==> config.mk <==
export PLATFORM = sky130hd
export DESIGN_NAME = hazard_unit
export DESIGN_NICKNAME = d
export VERILOG_FILES = /design/src/rtl/hazard_unit_pkg.sv /design/src/rtl/hazard_unit.sv
export SDC_FILE = /design/constraint.sdc
export NUM_CORES = 1
export LEC_CHECK = 0
export CORE_AREA = 2 2 39 41
export CTS_BUF_LIST = sky130_fd_sc_hd__clkbuf_16
export CTS_CLUSTER_SIZE = 8
export DETAILED_ROUTE_END_ITERATION = 12
export DIE_AREA = 0 0 41 43
export GPL_TIMING_DRIVEN = 0
export PLACE_DENSITY = 0.58
export SLEW_MARGIN = 20
export SYNTH_ARGS = -nofsm -noshare
export SYNTH_HDL_FRONTEND = slang
export SYNTH_SLANG_ARGS = --single-unit
==> constraint.sdc <==
create_clock -name clk_i -period 6.04 [get_ports clk_i]
set_input_delay 1.812 -clock clk_i [delete_from_list [all_inputs] [get_ports clk_i]]
set_output_delay 1.812 -clock clk_i [all_outputs]
set_load 0.03 [all_outputs]
==> src/rtl/hazard_unit_pkg.sv <==
// hazard_unit_pkg: opcode constants, FSM state encoding and register-use decode
// shared by the hazard detection unit.
package hazard_unit_pkg;

   localparam logic [6:0] OP_R      = 7'b0110011;
   localparam logic [6:0] OP_I_ALU  = 7'b0010011;
   localparam logic [6:0] OP_LOAD   = 7'b0000011;
   localparam logic [6:0] OP_STORE  = 7'b0100011;
   localparam logic [6:0] OP_BRANCH = 7'b1100011;
   localparam logic [6:0] OP_NOP    = 7'b0000000;

   typedef enum logic [1:0] {
      S_IDLE  = 2'd0,
      S_RUN   = 2'd1,
      S_STALL = 2'd2
   } state_t;

   function automatic logic uses_rs1(input logic [6:0] op);
      return op inside {OP_R, OP_I_ALU, OP_LOAD, OP_STORE, OP_BRANCH};
   endfunction

   function automatic logic uses_rs2(input logic [6:0] op);
      return op inside {OP_R, OP_STORE, OP_BRANCH};
   endfunction

endpackage

==> src/rtl/hazard_unit.sv <==
// hazard_unit: load-use stall and taken-branch flush control for a 5-stage pipeline.
// Define HAZARD_STATS_EN to add saturating stall/flush event counters.
module hazard_unit
   import hazard_unit_pkg::*;
#(
   parameter int LU_BUBBLES = 1
) (
   input  logic        clk_i,
   input  logic        rst_i,
   input  logic        start_i,
   input  logic [6:0]  IFID_opcode_i,
   input  logic [4:0]  IFID_rs1_i,
   input  logic [4:0]  IFID_rs2_i,
   input  logic        IDEX_MemRead_i,
   input  logic [4:0]  IDEX_rd_i,
   input  logic        branch_taken_i,
`ifdef HAZARD_STATS_EN
   output logic [31:0] stall_cnt_o,
   output logic [31:0] flush_cnt_o,
`endif
   output logic        NoOp_o,
   output logic        Stall_o,
   output logic        PCWrite_o,
   output logic        Flush_o
);

   state_t     r_state;
   logic [1:0] r_bub_cnt;
   logic       w_lu;
   logic       w_run;

   assign w_run = (r_state == S_RUN);
   assign w_lu  = w_run && IDEX_MemRead_i && (IDEX_rd_i != 5'd0) &&
                  ((uses_rs1(IFID_opcode_i) && (IFID_rs1_i == IDEX_rd_i)) ||
                   (uses_rs2(IFID_opcode_i) && (IFID_rs2_i == IDEX_rd_i)));

   // A load-use hit takes priority over a taken branch; the branch is seen again after the stall.
   assign NoOp_o    = !w_run || w_lu;
   assign Stall_o   = (r_state == S_STALL) || w_lu;
   assign PCWrite_o = w_run && !w_lu;
   assign Flush_o   = w_run && !w_lu && (IFID_opcode_i == OP_BRANCH) && branch_taken_i;

   always_ff @(posedge clk_i or negedge rst_i) begin
      if (!rst_i) begin
         r_state   <= S_IDLE;
         r_bub_cnt <= 2'd0;
      end else if (!start_i) begin
         r_state   <= S_IDLE;
         r_bub_cnt <= 2'd0;
      end else begin
         case (r_state)
            S_IDLE: r_state <= S_RUN;
            S_RUN: begin
               if (w_lu && (LU_BUBBLES > 1)) begin
                  r_state   <= S_STALL;
                  r_bub_cnt <= 2'(LU_BUBBLES - 1);
               end
            end
            S_STALL: begin
               r_bub_cnt <= r_bub_cnt - 2'd1;
               if (r_bub_cnt == 2'd1) r_state <= S_RUN;
            end
            default: r_state <= S_IDLE;
         endcase
      end
   end

`ifdef HAZARD_STATS_EN
   logic [31:0] r_stall_cnt;
   logic [31:0] r_flush_cnt;

   always_ff @(posedge clk_i or negedge rst_i) begin
      if (!rst_i) begin
         r_stall_cnt <= 32'd0;
         r_flush_cnt <= 32'd0;
      end else begin
         r_stall_cnt <= r_stall_cnt + 32'(Stall_o && (r_stall_cnt != '1));
         r_flush_cnt <= r_flush_cnt + 32'(Flush_o && (r_flush_cnt != '1));
      end
   end

   assign stall_cnt_o = r_stall_cnt;
   assign flush_cnt_o = r_flush_cnt;
`endif

endmodule
==> impl_results.md, run 1 <==
* Status: finished clean
* Via-per-instance ratio at 4.21
* CP Class: input pin to output port
* Hold Path Class: input pin to register
* Most common cell after layout, fill and taps aside: clkdlybuf4s50_1
* Max reg flops at 1
* Area added between synthesis and finish at 131%
* Arr. time, crit path at 3.90 ns
* Hold Path Depth at 1
* Post-synthesis xor/xnor area fraction at 0.368
* Worst-margin pin slew at 0.341 ns
* First-pass GRT wire length at approximately 1100 um
* Die area at 1760 sq um
* Hold Fails Final Rpt at 0
* Starting Density at 0.172
* HPWL Detailed at 604 um
* DRT Pass-1 Iters at 1
* Critical path, cell by cell: clkdlybuf4s50_1, or4_1, nor2_2, nor3_2, a211oi_2, clkdlybuf4s50_1
* Post-synth top area cell: xnor2_1
* Final period util at 0.946
* Die H at 43 um
* Post-synthesis cell count at 30
* Slew HR at 0.773
* Clk pin slew, worst setup/hold paths at 0 ns
* Ports at 31
* Top Registers: r_state (1)
* Overflow after GRT at 0
* Total global-route track usage at 0.0802
* Max IR drop VDD at 0.0458 mV
* CP max FO at 4
* Startpoint Class: input pin
* Commonest non-fill, non-tap cells in the layout: clkdlybuf4s50_1, xnor2_1, nand4_1, nand3_1, nand2_1
* Crit path launch: IDEX_rd_i[4]
* Synth top area share at 0.368
* Pwr Density at 71.1 nW/um^2
* Setup Total Neg Slack at 0 ns
* Hold Startpoint: start_i
* Proportion of synthesized area in mux cells at 0
* Core ar. at 1380 sq um
* CP required at 4.23 ns
* Hold Crit Endpoint: r_state[0]
* ANT nets after route at 0
* Synth Net Count at 57
* GP Congestion at 0.560
* Slowest cell on crit path: clkdlybuf4s50_1
* CP peak stage delay at 0.70 ns
* IO buf count at 29
* Post-Synth Adder-Cell Area at 0
* Detailed Route WL at 651 um
* Row cnt at 14
* Crit path time final at about 5.7 ns
* Routed wire per std cell at 8.68 um
* Pwr Total at 0.0390 mW
* Share of cells above drive strength 1 at 0.0847
* Synth Area in Simple Gates at 0.305
* Residual DRC at 0
* Synth cell types at 18
* Top reg by flops: r_state
* Post-CTS setup buffer count at 0
* Max-cap violations at 0
* Cell Area, Synth at 238 sq um
* Initial antenna violation count at 0
* Via count at between 300 and 400
* CTS Hold Buffers Added at 0
* Ant diodes at 0
* Post-route insts no fill at 75
* Fin nets at about 90
* Avg Synthesized Cell Area at between 7 and 8 sq um
* Die width at 41 um
* Number of global-route vias before repair at 307
* Synth area leaders: xnor2_1, dfrtp_1, a211oi_2
* Yosys warns at 0
* Largest net degree at the start of global routing at 5
* P_leak at 0.186 nW
* Iter 0 DRT Violations at 0
* Unrepaired setup endpoints after global routing: false
* Max-slew violation count at 0
* Fmax at 0.175 GHz
* Largest family of logic cells by synthesized area: XOR/XNOR gates
* Post-synthesis compound-gate area fraction at 0.189
* Critical Path End Type: output port
* Most frequent CP cell: clkdlybuf4s50_1
* PostCTS Resize Cnt at 0
* Cell Count Post-Placement at 75
* Worst hold margin at 1.92 ns
* #FFs+latches synth at 1
* Final setup fails at 0
* Seq/Total Area, Yosys at 0.105
==> cell usage after synthesis (all sizes together) <==
library cell  instances
xnor2                10
nand2                 2
nand3                 2
nand4                 2
nor2                  2
a211oi                1
a21bo                 1
a21boi                1
and2                  1
clkbuf                1
dfrtp                 1
inv                   1
nor2b                 1
nor3                  1
o21ai                 1
o22ai                 1
or4                   1
==> report_power, final <==
group / switching, mW / internal (mW)
logic: 0.00985 / 0.0218
clock network: 0 / 0
registers: 0.000192 / 0.00717
==> how the worst max path moves through the flow <==
stage | endpoint | slack [ns] | cells after the start
2_1_floorplan | Flush_o | 1.25 | 4
4_1_cts | Flush_o | 0.29 | 6
5_1_grt | Flush_o | 0.23 | 6
6_report | Flush_o | 0.32 | 6
3_5_place_dp | Flush_o | 0.31 | 6
3_3_place_gp | Flush_o | 0.32 | 6
==> kinds of logic after synthesis <==
group,Yosys count
compound gates,5
buf+inv,2
flops,1
simple gates,12
xor+xnor,10
==> area by class of cell <==
type / count / area, sq um
repair buffers: 29 / 290
multi-input cells: 27 / 205
inverters: 1 / 3.75
fillers: 146 / 836
plain buffers: 1 / 3.75
well taps: 16 / 20.0
flip-flops and latches: 1 / 25.0
==> layer usage <==
layer	wire [um]	vias up	global-route usage
met5	0	-	0
met4	0	0	0
met3	123	0	0.0105
met2	270	23	0.138
met1	256	129	0.109
li1	-	164	-
==> metrics by stage <==
stage	util	worst slack, ns	instance area, sq um
final	0.396	0.324	548
after CTS	0.396	0.288	548
after global placement	0.396	0.324	548
after global routing	0.396	0.231	548
after floorplan	-	1.25	238
after detailed placement	0.396	0.310	548
==> critical path, delay by kind of cell <==
kind	cells	cell delay, ns
buffers and inverters	2	1.17
and+or+nand+nor	3	0.72
AOI/OAI and AO/OA	1	0.19
No activity file was read; power rests on OpenSTA's default activity.
==> run 2, diff against run 1 <==
Settings changed: SETUP_SLACK_MARGIN from default to 0.15.
==> results of run 2 <==
The final DEF is identical to that of run 1; final timing and power are the same.
